**src/rtl/noc_link_vc_arbiter.sv**
```systemverilog
// Packet-atomic link arbiter: round-robin requester grant per VC with a lock held until
// the last flit, and round-robin flit interleaving across VCs onto one physical link.
module noc_link_vc_arbiter #(
  parameter int REQUESTERS = 2,
  parameter int VCHANNELS  = 2,
  parameter int FLIT_WIDTH = 32
) (
  input  logic                                    clk,
  input  logic                                    rst,
  input  logic [REQUESTERS-1:0][FLIT_WIDTH-1:0]   req_flit,
  input  logic [REQUESTERS-1:0]                   req_last,
  input  logic [REQUESTERS-1:0][VCHANNELS-1:0]    req_valid,
  output logic [REQUESTERS-1:0][VCHANNELS-1:0]    req_ready,
  output logic [FLIT_WIDTH-1:0]                   out_flit,
  output logic                                    out_last,
  output logic [VCHANNELS-1:0]                    out_valid,
  input  logic [VCHANNELS-1:0]                    out_ready
);

  localparam int RW = (REQUESTERS > 1) ? $clog2(REQUESTERS) : 1;
  localparam int VW = (VCHANNELS > 1) ? $clog2(VCHANNELS) : 1;

  typedef logic [RW-1:0] req_idx_t;
  typedef logic [VW-1:0] vc_idx_t;

  function automatic req_idx_t req_wrap(input req_idx_t base, input int k);
    int s;
    s = int'(base) + k;
    if (s >= REQUESTERS) s = s - REQUESTERS;
    return req_idx_t'(s);
  endfunction

  function automatic vc_idx_t vc_wrap(input vc_idx_t base, input int k);
    int s;
    s = int'(base) + k;
    if (s >= VCHANNELS) s = s - VCHANNELS;
    return vc_idx_t'(s);
  endfunction

  req_idx_t [VCHANNELS-1:0] rr_ptr_q, rr_ptr_d;
  req_idx_t [VCHANNELS-1:0] owner_q, owner_d;
  logic     [VCHANNELS-1:0] locked_q, locked_d;
  vc_idx_t                  vc_ptr_q, vc_ptr_d;
  vc_idx_t                  hold_vc_q, hold_vc_d;
  logic                     hold_q, hold_d;

  req_idx_t [VCHANNELS-1:0] cand_idx;
  logic     [VCHANNELS-1:0] cand_valid;
  vc_idx_t                  sel;
  logic                     sel_valid;
  req_idx_t                 sel_req;
  logic                     xfer;

  // Per-VC candidate. The search runs from the farthest offset down so that the
  // nearest valid requester to rr_ptr is the last one written and therefore wins.
  always_comb begin
    // NOTE: every always_comb output gets a default first so no path leaves it unassigned (no latch).
    cand_idx   = '0;
    cand_valid = '0;
    for (int v = 0; v < VCHANNELS; v++) begin
      if (locked_q[v]) begin
        cand_idx[v]   = owner_q[v];
        cand_valid[v] = req_valid[owner_q[v]][v];
      end else begin
        for (int k = REQUESTERS - 1; k >= 0; k--) begin
          if (req_valid[req_wrap(rr_ptr_q[v], k)][v]) begin
            cand_valid[v] = 1'b1;
            cand_idx[v]   = req_wrap(rr_ptr_q[v], k);
          end
        end
      end
    end
  end

  // VC select; out_ready is deliberately absent so out_valid never depends on it.
  always_comb begin
    sel       = hold_vc_q;
    sel_valid = 1'b0;
    if (hold_q) begin
      sel_valid = cand_valid[hold_vc_q];
    end else begin
      for (int k = VCHANNELS - 1; k >= 0; k--) begin
        if (cand_valid[vc_wrap(vc_ptr_q, k)]) begin
          sel_valid = 1'b1;
          sel       = vc_wrap(vc_ptr_q, k);
        end
      end
    end
    if (rst) sel_valid = 1'b0;
  end

  assign sel_req = cand_idx[sel];
  assign xfer    = sel_valid & out_ready[sel];

  always_comb begin
    out_valid = '0;
    out_flit  = '0;
    out_last  = 1'b0;
    req_ready = '0;
    if (sel_valid) begin
      out_valid[sel]          = 1'b1;
      out_flit                = req_flit[sel_req];
      out_last                = req_last[sel_req];
      req_ready[sel_req][sel] = out_ready[sel];
    end
  end

  // A held flit that loses its candidate (protocol violation) simply drops the hold.
  always_comb begin
    rr_ptr_d  = rr_ptr_q;
    owner_d   = owner_q;
    locked_d  = locked_q;
    vc_ptr_d  = vc_ptr_q;
    hold_vc_d = hold_vc_q;
    hold_d    = 1'b0;
    if (xfer) begin
      if (out_last) begin
        locked_d[sel] = 1'b0;
        rr_ptr_d[sel] = req_wrap(sel_req, 1);
      end else begin
        locked_d[sel] = 1'b1;
        owner_d[sel]  = sel_req;
      end
      vc_ptr_d = vc_wrap(sel, 1);
    end else if (sel_valid) begin
      hold_d    = 1'b1;
      hold_vc_d = sel;
    end
  end

  // NOTE: the per-VC arrays are a handful of flops, not a RAM, so they are reset like any other state.
  always_ff @(posedge clk or posedge rst) begin
    if (rst) begin
      rr_ptr_q  <= '0;
      owner_q   <= '0;
      locked_q  <= '0;
      vc_ptr_q  <= '0;
      hold_vc_q <= '0;
      hold_q    <= 1'b0;
    end else begin
      // NOTE: non-blocking assignments so every flop samples the pre-edge value of its peers.
      rr_ptr_q  <= rr_ptr_d;
      owner_q   <= owner_d;
      locked_q  <= locked_d;
      vc_ptr_q  <= vc_ptr_d;
      hold_vc_q <= hold_vc_d;
      hold_q    <= hold_d;
    end
  end

endmodule
```
**config.mk**
```make
export PLATFORM = sky130hd
export DESIGN_NAME = noc_link_vc_arbiter
export DESIGN_NICKNAME = d
export VERILOG_FILES = /design/src/rtl/noc_link_vc_arbiter.sv
export SDC_FILE = /design/constraint.sdc
export NUM_CORES = 1
export LEC_CHECK = 0
export BUFFER_PORTS_ARGS = -buffer_cell sky130_fd_sc_hd__buf_2
export CAP_MARGIN = 20
export CORE_UTILIZATION = 38
export CTS_CLUSTER_SIZE = 14
export DETAILED_ROUTE_END_ITERATION = 8
export PLACE_DENSITY = 0.79
export RECOVER_POWER = 25
export SYNTH_ARGS = -nofsm -noshare
export SYNTH_HDL_FRONTEND = slang
export SYNTH_SLANG_ARGS = --single-unit
```
**constraint.sdc**
```tcl
create_clock -name clk -period 2.9 [get_ports clk]
set_clock_uncertainty 0.1 [all_clocks]
set_input_delay 0.145 -clock clk [delete_from_list [all_inputs] [get_ports clk]]
set_output_delay 0.145 -clock clk [all_outputs]
set_load 0.05 [all_outputs]
```
== After elaboration in Yosys (flattened, before gate mapping) ==
Index checks and enable logic that the tools add are counted.

* $add $sub $neg: 13
* Order comparisons: 21
* Muxes and demuxes: 74
* Bitwise operators: 7
* Reduce and logical (&&, ||, !) cells: 5

{| class="wikitable"
|+ Operators by type and width
! operator !! number
|-
| $mux 32 || 3
|-
| $mux 1 || 57
|-
| $lt 1x2->1 const B || 11
|-
| $mux 2 || 9
|-
| $add 1x1->2 const B || 5
|-
| $ge 2x2->1 const B || 5
|-
| $sub 1x1->1 const B || 8
|-
| $ge 1x2->1 const B || 3
|-
| $reduce_and 2->1 || 3
|-
| $and 4x4->4 || 1
|-
| $bwmux 2 || 2
|-
| $mux 4 || 1
|-
| $and 2x2->2 || 1
|-
| $demux 2 s1 || 1
|-
| $ge 1x1->1 const B || 2
|-
| $logic_and 1x1->1 || 2
|-
| $not 1->1 || 2
|-
| $not 2->2 || 1
|-
| $or 2x2->2 || 1
|-
| $and 1x1->1 || 1
|-
| $demux 1 s1 || 1
|}

* Register bits after elaboration: 9
* Word-level logic and storage cells: 128

== Logic depth before layout (Yosys ltp) ==
Gate-level depths: netlist of the first run.

* Word-level depth: 22
* Mapped depth: 7
* Depth with buffers taken out: 5

== Worst setup path after synthesis of the first run ==
Ideal clock, no wire load.

* Path kind: reg-to-output
* Start point: register owner_q[0] in the netlist's numbering
* End point: output out_flit[12]
* Data arrival time: 2.316 ns
* Required time: 2.655 ns
* Setup slack: 0.339 ns
* Cell stages (with the launch flop): 7
* Buffers on the path: 1
* Cells stage by stage: dfrtp_1 -> mux2i_1 -> a211oi_1 -> o221a_4 -> buf_6 -> o21ai_0 -> a21oi_1

* Word-level cells in the longest chain between the ends: 13

{| class="wikitable"
|+ Ends and longest elaborated chain
! item !! RTL line !! source
|-
| from (decl) || 41 || <nowiki>req_idx_t [VCHANNELS-1:0] owner_q, owner_d;</nowiki>
|-
| from (signal assigned) || 143 || <nowiki>owner_q <= owner_d;</nowiki>
|-
| $mux 1 (not written as such) (2 in a row) || 63 || <nowiki>cand_valid[v] = req_valid[owner_q[v]][v];</nowiki>
|-
| $mux 1 || 61 || <nowiki>if (locked_q[v]) begin</nowiki>
|-
| $mux 1 (not written as such) (2 in a row) || 83 || <nowiki>if (cand_valid[vc_wrap(vc_ptr_q, k)]) begin</nowiki>
|-
| $mux 1 (2 in a row) || 83 ||
|-
| $mux 1 || 79 || <nowiki>if (hold_q) begin</nowiki>
|-
| $mux 1 (not written as such) (2 in a row) || 92 || <nowiki>assign sel_req = cand_idx[sel];</nowiki>
|-
| $mux 32 (not written as such) (2 in a row) || 102 || <nowiki>out_flit = req_flit[sel_req];</nowiki>
|-
| $mux 32 (*) || 100 || <nowiki>if (sel_valid) begin</nowiki>
|-
| to (decl) || 14 || <nowiki>output logic [FLIT_WIDTH-1:0] out_flit,</nowiki>
|}

Mark *: on every way between the ends. The rest lies on a longest branch, timed or not. The select of a mux whose other input is x is not followed.

== Final worst setup path of the first run ==
* Start point: register owner_q[0] in the netlist's numbering
* End point: output out_flit[14]

Same word-level chain as after synthesis.

==> summary.md, run 1 <==
| Metric | Value |
|---|---|
| Status | `complete, no violations` |
| Sequential power share | `0.103` |
| Critical Path, Cell by Cell | `mux2i_1, a211o_1, o221a_4, o21ai_0, a21oi_1, buf_2` |
| Residual DRC | `0` |
| Final nets | `379` |
| LEAKAGE | `1.00 nW` |
| Dpl cells | `345` |
| Post-DR wirelength/cell | `13.5 um` |
| Slew @ Worst Pin | `0.646 ns` |
| Unique masters post-synth | `32` |
| Worst Path Arrival | `2.56 ns` |
| ANT cells | `0` |
| Post-DP HPWL | `3340 um` |
| Post-Syn Area per Cell | `6.63 um2` |
| Final slew viol count | `0` |
| EDFF count, synth | `0` |
| Crit path max fanout | `34` |
| Boundary pin count | `113` |
| Overflow after GRT | `0` |
| Port bufs | `112` |
| Worst Setup End Kind | `primary output` |
| Relative slew slack | `0.569` |
| Crit path time final | `2.80 ns` |
| CP Launch Type | `flip-flop` |
| Critical path required time | `2.65 ns` |
| Post-synthesis sequential area ratio | `0.168` |
| Die H | `61.4 um` |
| Psw | `1.76 mW` |
| Vias | `1,965` |
| R2R Setup Slk | `0.75 ns` |
| Vias in the first global route | `1,483` |
| Complex-gate fraction of the synthesized area | `0.500` |
| Core Region | `3360 um2` |
| Area grow syn2layout | `42.6%` |
| Hold Slack | `0.0104 ns` |
| Syn_nets | `276` |
| Hold path cells | `2` |
| VDD IR max | `898 uV` |
| Synth Area in Adders | `0` |
| Total Die Area | `3770 um2` |
| Worst Setup Path Type | `flip-flop to primary output` |
| Number of max-cap violations | `0` |
| First-pass GRT wire length | `6290 um` |
| Post-route cell area | `1910 um2` |
| Clock Power Share | `0.039` |
| Pwr per Cell Area | `1350 nW/um2` |
| Asr flop ratio synth | `1.00` |
| Combinational share of power | `0.858` |
| Internal power | `816 uW` |
| Initial drt markers | `63` |
| Final wirelength | `4710 um` |
| Largest net degree at the start of global routing | `35` |
| Pwr Total | `2.58 mW` |
| Starting density of the core | `0.398` |
| Maximum clock frequency | `0.357 GHz` |
| Vias/cell | `5.61` |
| Number of CTS-inserted buffers | `3` |
| Worst skew pair latency | `0.26 ns` |
| Clock tree buffer depth | `2` |
| Largest family of logic cells by synthesized area | `compound AO/OA/AOI/OAI gates` |
| CTS Root Cell | `clkbuf_4` |
| Sw frac | `0.684` |
| Worst Hold Class | `primary input to flip-flop` |
| Synth Flop Type | `dfrtp_1` |
| Post-DP Area | `1860 um2` |
| ANT nets after route | `0` |
| Crit share post-route | `0.966` |
| RD Place Congestion | `0.995` |
| Layout cells sized above 1 | `0.418` |
| Critical path's slowest cell | `o221a_4` |
| Simple-Gate Fraction of Synth Area | `0.193` |
| Utilization after layout | `0.568` |
| Post-Synth XOR/XNOR Area | `0` |
| Setup violators final | `0` |
| Syn. warnings | `0` |
| CTS H-tree depth | `1` |
| Yosys reg bits | `9` |
| Synth Cell Area | `1340 um2` |
| Clock transition at path regs | `0.06 ns` |
| CP max stage delay | `0.48 ns` |
| GRT Util Overall | `0.221` |
| Iteration count of the initial detailed-routing pass | `4` |
| Multiplexer share of the synthesized area | `0.0224` |
| CTS sink cnt | `9` |
| Die X | `61.4 um` |
| Final hold vios | `0` |
| CTS tree | `yes` |
| Non-Filler Instances | `350` |
| Row count | `21` |
| Initial antenna violation count | `0` |
| Reg2Reg Depth | `6` |
| Mapped Cells | `202` |
path summary, 6_finish.rpt:
path,from,to
max in group asynchronous,rst,hold_q
min,out_ready[0],hold_q
max reg2reg,owner_q[0],owner_q[1]
min reg2reg,rr_ptr_q[1],rr_ptr_q[1]
min in group asynchronous,rst,rr_ptr_q[1]
max,owner_q[0],out_flit[14]
cells by family after synthesis:
kind of cell / count (synthesis)
compound gates: 107
buf+inv: 27
flops: 9
mux: 3
simple gates: 56
metal layers:
layer,routed length [um],track usage,share of wire
met1,1910,0.251,0.40
met2,2330,0.410,0.49
met3,420,0.0546,0.089
met4,57,0.0603,0.012
met5,0,0,0
through the flow:
stage	setup slack, ns	setup TNS, ns
final	0.0999	0
after global routing	-0.0275	-0.175
after CTS	0.0751	0
after detailed placement	0.378	0
after global placement	0.409	0
after floorplan	0.339	0
Yosys cell counts, types with 2 or more instances:
| library cell | n | area [um2] |
|---|---|---|
| o31ai_1 | 2 | 15.0 |
| a2bb2oi_1 | 2 | 17.5 |
| buf_2 | 7 | 35.0 |
| nand3_1 | 33 | 165 |
| inv_1 | 8 | 30.0 |
| a211oi_2 | 2 | 25.0 |
| clkbuf_1 | 6 | 22.5 |
| nand2_1 | 10 | 37.5 |
| a211o_1 | 2 | 17.5 |
| o21ai_1 | 16 | 80.1 |
| o21ai_0 | 28 | 140 |
| nor2_1 | 10 | 37.5 |
| nor2b_1 | 2 | 12.5 |
| a21oi_1 | 38 | 190 |
| a211oi_1 | 3 | 22.5 |
| dfrtp_1 | 9 | 225 |
| mux2i_1 | 3 | 30.0 |
| buf_6 | 6 | 67.6 |
| o31a_1 | 2 | 17.5 |
cells in the final DEF, fill, tap and decap left out, types with 2 or more instances in the layout:
master and instances:
o31ai_1 2, a21oi_1 38, mux2i_1 3, nor2_1 10, a211o_1 2, inv_1 8, nand2_1 10, nand3_1 33
o2111ai_1 2, a211oi_2 4, clkbuf_1 2, o21ai_1 16, nor2b_1 2, o221a_4 2, clkbuf_4 3, dfrtp_1 9
o21ai_0 28, buf_4 4, o31a_1 2, buf_2 111, a2bb2oi_1 2
worst max-delay path, delay by kind of cell (launching register included):
family                 cells  cell delay, ns
AO/OA/AOI/OAI              4            1.17
buffers and inverters      1            0.27
flip-flops                 1            0.41
multiplexers               1            0.44
layout make-up:
class	instances	area, um2
Sequential cell	9	225
Timing Repair Buffer	117	599
Fill cell	363	1450
Tap cell	46	57.6
Multi-Input combinational cell	166	972
Inverter	8	30.0
Clock buffer	4	26.3
power by group through the flow:
stage / Sequential, mW / Combinational, mW / Clock (mW)
CTS: 0.255 / 2.18 / 0.102
global route: 0.275 / 2.38 / 0.110
floorplan: 0.207 / 1.91 / 0
finish: 0.265 / 2.21 / 0.102
detailed placement: 0.256 / 2.18 / 0
global placement: 0.254 / 2.16 / 0
repair_timing:
item	4_1_cts	5_1_grt
resized for setup	0	3
hold endpoints to repair	9	0
hold buffers	1	0
setup endpoints to repair	0	33
setup buffers	0	0
(Power assumes the default switching activity.)
==> run 2: changes to the inputs <==
--- a/config.mk
+++ b/config.mk
@@ -7,10 +7,10 @@
 export LEC_CHECK = 0
 export BUFFER_PORTS_ARGS = -buffer_cell sky130_fd_sc_hd__buf_2
 export CAP_MARGIN = 20
-export CORE_UTILIZATION = 38
+export CORE_UTILIZATION = 35
 export CTS_CLUSTER_SIZE = 14
 export DETAILED_ROUTE_END_ITERATION = 8
-export PLACE_DENSITY = 0.79
+export PLACE_DENSITY = 0.76
 export RECOVER_POWER = 25
 export SYNTH_ARGS = -nofsm -noshare
 export SYNTH_HDL_FRONTEND = slang
==> constraint.sdc (replaced) <==
create_clock -name clk -period 2.4 [get_ports clk]
set_clock_uncertainty 0.1 [all_clocks]
set_input_delay 0.12 -clock clk [delete_from_list [all_inputs] [get_ports clk]]
set_output_delay 0.12 -clock clk [all_outputs]
set_load 0.05 [all_outputs]
==> run 2 against run 1 <==
The flow now finishes with violations (setup timing); clock-buffer cell count decreased by 1; global-route usage up 3.3 points; combinational power is 110% higher; wire length grew 56%; sequential power increased by 34%; largest cell class unchanged.
==> summary.md, run 2 (synthesis results as in run 1) <==
| Metric | Value |
|---|---|
| Vias/cell | `6.06` |
| Initial drt markers | `103` |
| Overflow after GRT | `0` |
| Relative slew slack | `0.591` |
| Pwr per Cell Area | `1760 nW/um2` |
| Crit path max fanout | `19` |
| Maximum clock frequency | `0.402 GHz` |
| Final wirelength | `7360 um` |
| Clock tree buffer depth | `2` |
| Failing checks | `setup timing` |
| CTS H-tree depth | `1` |
| CTS sink cnt | `9` |
| Vias in the first global route | `1,814` |
| Boundary pin count | `113` |
| Most common cell after layout, fill and taps aside | `buf_2` |
| Die H | `63.9 um` |
| Final hold vios | `0` |
| Commonest non-fill, non-tap cells in the layout | `buf_2, buf_6, a21oi_2` |
| CP Launch Type | `flip-flop` |
| Critical path required time | `2.18 ns` |
| Worst skew pair latency | `0.24 ns` |
| Crit share post-route | `1.04` |
| First-pass GRT wire length | `8440 um` |
| Largest net degree at the start of global routing | `35` |
| Number of CTS-inserted buffers | `3` |
| Total Die Area | `4080 um2` |
| Post-DP Area | `2040 um2` |
| RD Place Congestion | `0.888` |
| Final nets | `407` |
| GRT Util Overall | `0.254` |
| Status | `finished with violations` |
| ANT cells | `0` |
| Number of max-cap violations | `0` |
| VDD IR max | `870 uV` |
| Post-route setup slack | `-0.0890 ns` |
| RSZ-0062 raised after global routing | `true` |
| ANT nets after route | `0` |
| Pwr Total | `5.24 mW` |
| Setup violators final | `30` |
| Vias | `2,304` |
| Initial antenna violation count | `0` |
| Layout cells sized above 1 | `0.675` |
| Worst Setup Path Type | `flip-flop to primary output` |
| Row count | `22` |
| Port bufs | `112` |
| Post-DP HPWL | `3540 um` |
| Hold Slack | `0.0402 ns` |
| Worst Setup End Kind | `primary output` |
| Starting density of the core | `0.366` |
| Dpl ws | `0.0217 ns` |
| CTS tree | `yes` |
| Worst Hold Class | `primary input to flip-flop` |
| Final slew viol count | `0` |
| Setup TNS Final | `-1.05 ns` |
| Iteration count of the initial detailed-routing pass | `4` |
| Area grow syn2layout | `122%` |
| Clock transition at path regs | `0.05 ns` |
| Die X | `63.9 um` |
| Crit path time final | `2.49 ns` |
| Worst Path Arrival | `2.27 ns` |
| Post-DR wirelength/cell | `19.4 um` |
| Post-route cell area | `2970 um2` |
| Fill cells | `233` |
| Core Region | `3660 um2` |
| Slew @ Worst Pin | `0.611 ns` |
| Residual DRC | `0` |
| LEAKAGE | `1.31 nW` |
| CTS Root Cell | `clkbuf_8` |
run 2: metal layers:
layer	up-vias	track usage	part of all wire
met1	1104	0.304	0.37
met3	28	0.0429	0.066
met5	-	0	0
met4	0	0.0597	0.046
li1	1022	-	-
met2	150	0.465	0.52
run 2: final timing paths:
kind | start | to | slack [ns] | depth (start not counted)
worst min-delay path | out_ready[0] | hold_q | 0.04 | 2
worst max-delay path | owner_q[0] | out_flit[3] | -0.09 | 7
min in group asynchronous | rst | rr_ptr_q[1] | 0.38 | 3
max in group asynchronous | rst | owner_q[0] | 1.51 | 3
worst max register to register | owner_q[0] | owner_q[1] | 0.38 | 8
worst min register to register | rr_ptr_q[0] | rr_ptr_q[0] | 0.50 | 1
run 2: worst max-delay path, cell delays in order (launching register included):
cell and delay, ns:
dfrtp_2 0.43, mux2i_4 0.23, a211o_4 0.37, o221a_2 0.32, buf_12 0.16, o21ai_0 0.26, a21oi_2 0.10, buf_6 0.16
run 2: where the power goes:
part / switching (mW) / leakage, nW / total, mW / internal (mW)
registers: 0.143 / 0.106 / 0.355 / 0.212
clock network: 0.0694 / 0.0255 / 0.183 / 0.114
logic: 2.82 / 1.18 / 4.70 / 1.88
run 2: layout make-up:
cell class / instances / area [um2] / share of cell area
clock buffers: 3 / 41.3 / 0.0139
clock inverters: 1 / 5.00 / 0.00168
inverters: 8 / 30.0 / 0.0101
multi-input cells: 167 / 1440 / 0.484
flip-flops and latches: 9 / 228 / 0.0766
well taps: 48 / 60.1 / 0.0202
repair buffers: 144 / 1170 / 0.394
run 2: repair_timing:
item,4_1_cts,5_1_grt
endpoints found under the setup margin,34,34
hold buffers,1,0
gates cloned,1,8
setup buffers,2,10
endpoints found under the hold margin,9,0
pin swaps,3,43
gates resized for setup,44,128
run 2: per-stage QoR:
step	instances	util
floorplan	202	-
global placement	354	0.558
detailed placement	354	0.558
CTS	362	0.612
global route	380	0.812
finish	380	0.812
